**config.mk**
```make
export PLATFORM = sky130hd
export DESIGN_NAME = nrisc_demux_pipe
export DESIGN_NICKNAME = d
export VERILOG_FILES = /design/src/rtl/nrisc_demux_pkg.sv /design/src/rtl/nrisc_demux_slot.sv /design/src/rtl/nrisc_demux_pipe.sv
export SDC_FILE = /design/constraint.sdc
export NUM_CORES = 1
export LEC_CHECK = 0
export ABC_AREA = 1
export CAP_MARGIN = 20
export CORE_MARGIN = 2
export CORE_UTILIZATION = 49
export CTS_CLUSTER_SIZE = 8
export DETAILED_ROUTE_END_ITERATION = 6
export PLACE_DENSITY_LB_ADDON = 0.1
export SYNTH_ARGS = -nofsm -noshare
export SYNTH_HDL_FRONTEND = slang
export SYNTH_HIERARCHICAL = 1
export SYNTH_SLANG_ARGS = --single-unit
```
**constraint.sdc**
```tcl
create_clock -name clk -period 2.18 [get_ports clk]
set_input_delay 0.218 -clock clk [delete_from_list [all_inputs] [get_ports clk]]
set_output_delay 0.218 -clock clk [all_outputs]
set_load 0.02 [all_outputs]
```
**src/rtl/nrisc_demux_pkg.sv**
```systemverilog
// Shared defaults and elaboration helpers for the registered NRISC demux.
package nrisc_demux_pkg;

    localparam int TAM_DEF   = 16;
    localparam int NCH_DEF   = 16;
    localparam int SEL_W_DEF = 4;
    localparam int ERR_W_DEF = 8;

    // Ceiling log2; clog2(1) = 0.
    function automatic int clog2(input int value);
        int r = 0;
        for (int v = value - 1; v > 0; v = v >> 1) begin
            r++;
        end
        return r;
    endfunction

    // True when a SEL_W-bit select can address every one of NCH channels.
    function automatic bit sel_fits(input int nch, input int sel_w);
        return (clog2(nch) <= sel_w) && (nch >= 2) && (nch <= 16);
    endfunction

endpackage

```
**src/rtl/nrisc_demux_slot.sv**
```systemverilog
// One-entry holding register for a single demux channel.
// The slot is free when empty or when its consumer takes the word this
// cycle, so a drain and a refill can share one clock edge.
module nrisc_demux_slot
    import nrisc_demux_pkg::*;
#(
    parameter int TAM = TAM_DEF
) (
    input  logic           clk,
    input  logic           rst,
    input  logic           load_i,
    input  logic [TAM-1:0] data_i,
    input  logic           ready_i,
    output logic           valid_o,
    output logic [TAM-1:0] data_o,
    output logic           free_o
);

    logic           valid_q;
    logic [TAM-1:0] data_q;

    // Load has priority over drain; a drained slot returns its data to zero.
    always_ff @(posedge clk or posedge rst) begin
        if (rst) begin
            valid_q <= 1'b0;
            data_q  <= '0;
        end else if (load_i) begin
            valid_q <= 1'b1;
            data_q  <= data_i;
        end else if (valid_q && ready_i) begin
            valid_q <= 1'b0;
            data_q  <= '0;
        end
    end

    assign valid_o = valid_q;
    assign data_o  = data_q;
    assign free_o  = ~valid_q | ready_i;

endmodule

```
**src/rtl/nrisc_demux_pipe.sv**
```systemverilog
// Registered 1-to-NCH demultiplexer with per-channel valid/ready holding
// registers, broadcast, and a saturating counter for dropped unicasts.
//
// Handshake: a word moves when valid & ready are both high at a rising
// clk edge; valid never depends on ready, and a held word stays stable
// until its consumer raises ready. in_ready is a function of out_ready,
// in_sel and in_bcast only.
module nrisc_demux_pipe
    import nrisc_demux_pkg::*;
#(
    parameter int TAM   = TAM_DEF,
    parameter int NCH   = NCH_DEF,
    parameter int SEL_W = SEL_W_DEF,
    parameter int ERR_W = ERR_W_DEF
) (
    input  logic               clk,
    input  logic               rst,
    input  logic               in_valid,
    output logic               in_ready,
    input  logic [TAM-1:0]     in_data,
    input  logic [SEL_W-1:0]   in_sel,
    input  logic               in_bcast,
    output logic [NCH-1:0]     out_valid,
    input  logic [NCH-1:0]     out_ready,
    output logic [NCH*TAM-1:0] out_data,
    output logic               err_pulse,
    output logic [ERR_W-1:0]   err_cnt
);

    generate
        if (!sel_fits(NCH, SEL_W)) begin : g_bad_params
            $error("nrisc_demux_pipe: need 2 <= NCH <= 16 and 2^SEL_W >= NCH");
        end
    endgenerate

    localparam int              NSEL  = 1 << SEL_W;
    localparam logic [SEL_W:0]  NCH_L = (SEL_W + 1)'(NCH);

    logic [NCH-1:0]   slot_load;
    logic [NCH-1:0]   slot_free;
    logic [NSEL-1:0]  free_ext;
    logic             acc;
    logic             sel_in_range;
    logic             err_hit;
    logic             err_pulse_q;
    logic [ERR_W-1:0] err_cnt_q;
    logic [ERR_W-1:0] err_cnt_d;

    assign sel_in_range = ({1'b0, in_sel} < NCH_L);

    // Unused select codes read as always free, so dropped words never stall.
    always_comb begin
        free_ext = '1;
        for (int i = 0; i < NCH; i++) begin
            free_ext[i] = slot_free[i];
        end
    end

    assign in_ready = in_bcast ? (&slot_free) : free_ext[in_sel];
    assign acc      = in_valid & in_ready;
    assign err_hit  = acc & ~in_bcast & ~sel_in_range;

    // Select decode: broadcast loads every slot, unicast only the addressed one.
    always_comb begin
        slot_load = '0;
        for (int i = 0; i < NCH; i++) begin
            slot_load[i] = acc & (in_bcast | (in_sel == SEL_W'(i)));
        end
    end

    genvar g;
    generate
        for (g = 0; g < NCH; g++) begin : g_slot
            nrisc_demux_slot #(.TAM(TAM)) u_slot (
                .clk     (clk),
                .rst     (rst),
                .load_i  (slot_load[g]),
                .data_i  (in_data),
                .ready_i (out_ready[g]),
                .valid_o (out_valid[g]),
                .data_o  (out_data[g*TAM +: TAM]),
                .free_o  (slot_free[g])
            );
        end
    endgenerate

    // Saturating increment: stops at all-ones, never wraps.
    always_comb begin
        err_cnt_d = err_cnt_q;
        if (err_hit && (err_cnt_q != '1)) begin
            err_cnt_d = err_cnt_q + ERR_W'(1);
        end
    end

    // Error pulse and counter registers.
    always_ff @(posedge clk or posedge rst) begin
        if (rst) begin
            err_pulse_q <= 1'b0;
            err_cnt_q   <= '0;
        end else begin
            err_pulse_q <= err_hit;
            err_cnt_q   <= err_cnt_d;
        end
    end

    assign err_pulse = err_pulse_q;
    assign err_cnt   = err_cnt_q;

endmodule

```
Word level (Yosys, flattened, before mapping)

Index checks and enable logic that the tools add are counted.
W data, S select, Z words.

$add $sub $neg: 0
Multiply operators: 0
Divide/modulo/power cells: 0
Magnitude comparators: 1
Eq/ne operators: 15
Shift-type cells: 0
Mux-type cells: 67
Bitwise logic cells: 65
Reduce and logical (&&, ||, !) cells: 34

Operator list:

| cell                 | number |
|---|---|
| $mux W16             | 32 |
| $mux W1              | 34 |
| $eq A4 B4 Y1 const B | 8 |
| $or A1 B1 Y1         | 32 |
| $reduce_bool A2 Y1   | 16 |
| $and A1 B1 Y1        | 17 |
| $eq A4 B3 Y1 const B | 4 |
| $logic_and A1 B1 Y1  | 16 |
| $not A1 Y1           | 16 |
| $reduce_and A16 Y1   | 1 |
| $eq A4 B2 Y1 const B | 2 |
| $lt A4 B5 Y1 const B | 1 |
| $bmux W1 S4          | 1 |
| $eq A4 B1 Y1 const B | 1 |
| $logic_not A4 Y1     | 1 |

Register bits: 272
Latch bits: 0
RAM bits: 0
Bits in read-only memories: 0
Bits of input ports: 40
Output and inout bits: 282
Logic and storage cells: 214
Memories: 0

Depth between registers and ports, before layout

Word-level depth: 8
Gate-level depth with buffers: 18
Depth with buffers taken out: 15

Hierarchy

The synthesis kept the hierarchy.

Modules (own cells, without submodules):

| module           | times used | cells an instance | area each (um2) | seq. area each (um2) |
|---|---|---|---|---|
| nrisc_demux_slot | 16         | 75                | 726.9           | 425.4 |
| nrisc_demux_pipe | 1          | 115               | 563.0           | 0.0 |

Least setup slack after synthesis

OpenSTA, ideal clock, no wires.

Kind: register -> register
From: register g_slot[11].u_slot.valid_q
To: register g_slot[0].u_slot.data_q[3]
Library setup time: 118 ps
Data arrival time: 2,052 ps
Setup slack: 10 ps
Stages on the path, launching flop included: 18
Path through: dfrtp_1 > inv_1 > or2_2 > nand2_1 > nand2_1 > nand2_1 > nand2_1 > nand2_1 > nand2_1 > o21ai_2 > nand2_2 > nand2_4 > buf_6 > nor2_2 > buf_6 > buf_4 > nand2_1 > nand2_1

Cells in the longest elaborated chain, start to end: 8
Elaborated cells between the ends (all ways): 10
Classes of those cells: 4 x mux; 4 x bitwise; 2 x reduce/logical

RTL lines:

| what                                                  | RTL line               | text |
|---|---|---|
| from (decl)                                           | nrisc_demux_slot.sv:19 | `logic valid_q;` |
| from (signal assigned)                                | nrisc_demux_slot.sv:25 | `valid_q <= 1'b0;` |
| from (signal assigned)                                | nrisc_demux_slot.sv:28 | `valid_q <= 1'b1;` |
| from (signal assigned)                                | nrisc_demux_slot.sv:31 | `valid_q <= 1'b0;` |
| $not A1 Y1 *                                          | nrisc_demux_slot.sv:38 | `assign free_o = ~valid_q \| ready_i;` |
| $or A1 B1 Y1 *                                        | nrisc_demux_slot.sv:38 |  |
| named net free_ext[11]                                | nrisc_demux_pipe.sv:41 | `logic [NSEL-1:0] free_ext;` |
| $bmux W1 S4                                           | nrisc_demux_pipe.sv:59 | `assign in_ready = in_bcast ? (&slot_free) : free_ext[in_sel];` |
| $mux W1 (not written as such)                         | nrisc_demux_pipe.sv:59 |  |
| $mux W1 *                                             | nrisc_demux_pipe.sv:59 |  |
| named net in_ready                                    | nrisc_demux_pipe.sv:19 | `output logic in_ready,` |
| $and A1 B1 Y1 *                                       | nrisc_demux_pipe.sv:60 | `assign acc = in_valid & in_ready;` |
| $and A1 B1 Y1 *                                       | nrisc_demux_pipe.sv:67 | `slot_load[i] = acc & (in_bcast \| (in_sel == SEL_W'(i)));` |
| named net slot_load[0]                                | nrisc_demux_pipe.sv:39 | `logic [NCH-1:0] slot_load;` |
| $mux W16 / $reduce_bool A2 Y1 (equally long branches) | --                     |  |
| to (signal assigned)                                  | nrisc_demux_slot.sv:29 | `data_q <= data_i;` |
| to (decl)                                             | nrisc_demux_slot.sv:20 | `logic [TAM-1:0] data_q;` |

Mark *: on every way through the listed nets, which the timed path passes. The rest lies on a longest branch. The select of a mux whose other input is x is not followed.
A chain may end at the register's enable or synchronous reset.

Final worst setup path

From: register g_slot[3].u_slot.valid_q
To: output in_ready

Cells in the longest elaborated chain, start to end: 5
Elaborated cells between the ends (all ways): 6
Classes of those cells: 3 x mux; 2 x bitwise; 1 x reduce/logical

RTL lines:

| what                          | RTL line |
|---|---|
| from (decl)                   | nrisc_demux_slot.sv:19 |
| from (signal assigned)        | nrisc_demux_slot.sv:25 |
| from (signal assigned)        | nrisc_demux_slot.sv:28 |
| from (signal assigned)        | nrisc_demux_slot.sv:31 |
| $not A1 Y1 *                  | nrisc_demux_slot.sv:38 |
| $or A1 B1 Y1 *                | nrisc_demux_slot.sv:38 |
| named net free_ext[3]         | nrisc_demux_pipe.sv:41 |
| $bmux W1 S4                   | nrisc_demux_pipe.sv:59 |
| $mux W1 (not written as such) | nrisc_demux_pipe.sv:59 |
| $mux W1 *                     | nrisc_demux_pipe.sv:59 |
| to (decl)                     | nrisc_demux_pipe.sv:19 |

Marks and branches as above.

==> results.cfg <==
[timing]
fin_crit_ns = 2.20
whs_ns = 0.359
rsz0062_at_grt = yes
setup_ws_ns = -0.0234
tightest_slew_ns = 0.670
finalSetupViolCount = 5
fin_crit_sh = 1.01
hold_viol = 0
fmax_ghz = 0.454
finClkSkew_ns = 0.0117
slew_viol_final = 0
slew_headroom = 0.553

[critical_path]
crit_family = simple AND/OR/NAND/NOR gates
cp_cell_sequence = inv_1, or2_4, nand2_2, nand2_2, nand2_1, nand2_1, nand2_1, nand2_1, o21ai_2, nand2_2, buf_4, buf_6
critPathMostFrequentCell = nand2_1
path_buf_inv = 3
crit_path_top_delay_cell = dfrtp_1
crit_type = flop to primary output
cp-start-kind = flop
cp_slowest_stage_delay_ns = 0.35
arrival_ns = 1.99
cp-end-kind = primary output
crit_fanout = 2
worst_ep_required_time_ns = 1.96

[floorplan]
row_count = 57
ios = 322
die_x_um = 162
die_area_um2 = 26200
start_util = 0.500
core_area_um2 = 24400
die_h_um = 162

[grt]
grt.overflow.total = 0
antenna_found_initial = 4
grt_pass1_vias = 10100
grt_max_degree = 18
track_usage = 0.287
grt_pass1_wl_um = 57800

[logic_synthesis]
synth_edf_count = 0
syn_avg_cell_area_um2 = 9.27
synthesis.area_um2 = 12200
synthCells = 1315
async_reset_ff_frac = 1.00
ys.flop_type = dfrtp_1
synth_cell_types = 22
synth-seq-area-share = 0.558
yosys_warnings = 6
synth-seq-cells = 272

[power]
power_density_nw_per_um2 = 1260
leakage_nw = 8.55
vdd_drop_max_mv = 0.835
finalPower_mw = 21.3

[finish]
final_nets = 1738
utilization = 0.694
fill_cells = 1965
instances_no_fill = 2024
drive_gt1_frac = 0.158
postLayoutCellArea_um2 = 16900
syn_to_final_growth_pct = 38.9

[clock_network]
clockBufferDepth = 3
h-tree-depth = 2
clock-root-buffer = clkbuf_16
postCtsHoldBufs = 0
clk_latency_ns = 0.50
cts.sinks = 272
cts_made_buffers = 39
clkTransAtPathRegs_ns = 0.05
cts_tree = built

[route]
dr.pass1.iters = 7
vias = 10700
viasPerCell = 5.29
postRouteAntennaNets = 0
wl_um = 38500
wl_per_cell_um = 19.0
drc = 0
drtIter0Drc = 906

[run_status]
violations = negative setup slack
outcome = finished with violations

[flow_run]
maxCapViolations = 0

[placed_design]
numPortBuffers = 312
finalWeightedCongestion = 0.895
place_area_um2 = 15600
placed_cells = 1959
hpwl_um = 24900

[hold_path]
hold_class = input port to asynchronous set/reset pin
==> flip-flops by register name, summed over array words and instances, names as in the netlist <==
| register | flops |
|---|---|
| g_slot.u_slot/data_o | 256 |
| g_slot.u_slot/valid_o | 16 |
==> kinds of logic after synthesis <==
kind of cell,synth area share
AND/OR/NAND/NOR,0.325
flip-flops,0.558
buffers and inverters,0.102
AO/OA/AOI/OAI,0.0146
other,0.000308
==> metrics by stage <==
step | setup WS, ns | TNS, ns
2_1_floorplan | 0.0104 | 0
3_3_place_gp | -0.527 | -89.94
3_5_place_dp | -0.560 | -97.62
4_1_cts | -0.255 | -20.43
5_1_grt | -0.135 | -13.56
6_report | -0.0234 | -0.0658
==> where the power goes <==
group / switching [mW] / leakage, nW / internal, mW
combinational: 4.42 / 4.50 / 3.83
clock: 2.00 / 0.505 / 3.27
sequential: 1.13 / 3.55 / 6.64
total: 7.55 / 8.55 / 13.7
==> worst paths after layout <==
kind                                                    startpoint                                 endpoint  slack (ns)  cells past startpoint
hold reg to reg            g_slot[12].u_slot/data_o[7]$_DFFE_PP0P_  g_slot[12].u_slot/data_o[7]$_DFFE_PP0P_        0.49                      2
setup reg to reg             g_slot[14].u_slot/valid_o$_DFFE_PP0P_  g_slot[13].u_slot/data_o[0]$_DFFE_PP0P_       -0.02                     11
max in group asynchronous                                      rst  g_slot[13].u_slot/data_o[3]$_DFFE_PP0P_        1.37                      3
min in group clk                                      out_ready[5]     g_slot[5].u_slot/valid_o$_DFFE_PP0P_        0.37                      2
hold / removal                                                 rst  g_slot[11].u_slot/data_o[1]$_DFFE_PP0P_        0.36                      3
setup / recovery              g_slot[3].u_slot/valid_o$_DFFE_PP0P_                                 in_ready       -0.02                     12
==> layout make-up <==
cell class / count / area [um^2] / area share
multi-input cells: 917 / 4300 / 0.254
clock buffers: 41 / 1030 / 0.0606
repair buffers: 412 / 4060 / 0.240
diodes: 2 / 5.00 / 0.000296
flip-flops and latches: 272 / 6810 / 0.402
inverters: 56 / 330 / 0.0195
well taps: 324 / 405 / 0.0239
==> worst min-delay path: stages <==
cell	delay, ns
clkdlybuf4s50_1	0.39
buf_4	0.22
inv_1	0.50
==> layer usage <==
layer	global-route usage	part of all wire
met1	0.390	0.40
met2	0.457	0.48
met3	0.0689	0.092
met4	0.101	0.029
met5	0	0.00078
==> synthesized netlist by cell type (16+ instances only) <==
cell	instances	area, um^2
nand3_1	208	1040
buf_6	35	394
nand2_1	557	2090
or2_2	16	100
inv_8	16	180
buf_4	25	188
buf_12	16	320
dfrtp_1	272	6810
nand2_2	17	106
a21oi_1	16	80.1
inv_1	39	146
nand3_2	48	480
o21ai_0	16	80.1
==> what timing repair did <==
item	in CTS	in global routing
cloned	0	0
setup endpoints to repair	145	263
pin swaps	0	8
resized for setup	4	42
buffers inserted	0	22
==> placed cells by master (no fill, tap or decap), drive strengths merged <==
cell,instances
nor4,1
buf,101
or2,16
a21oi,16
conb,9
o21ai,18
inv,56
nand2,575
diode,2
nand3,256
nor2,23
clkdlybuf4s50,311
nand4,3
clkbuf,41
dfrtp,272
Power figures use the tool's default switching activity.
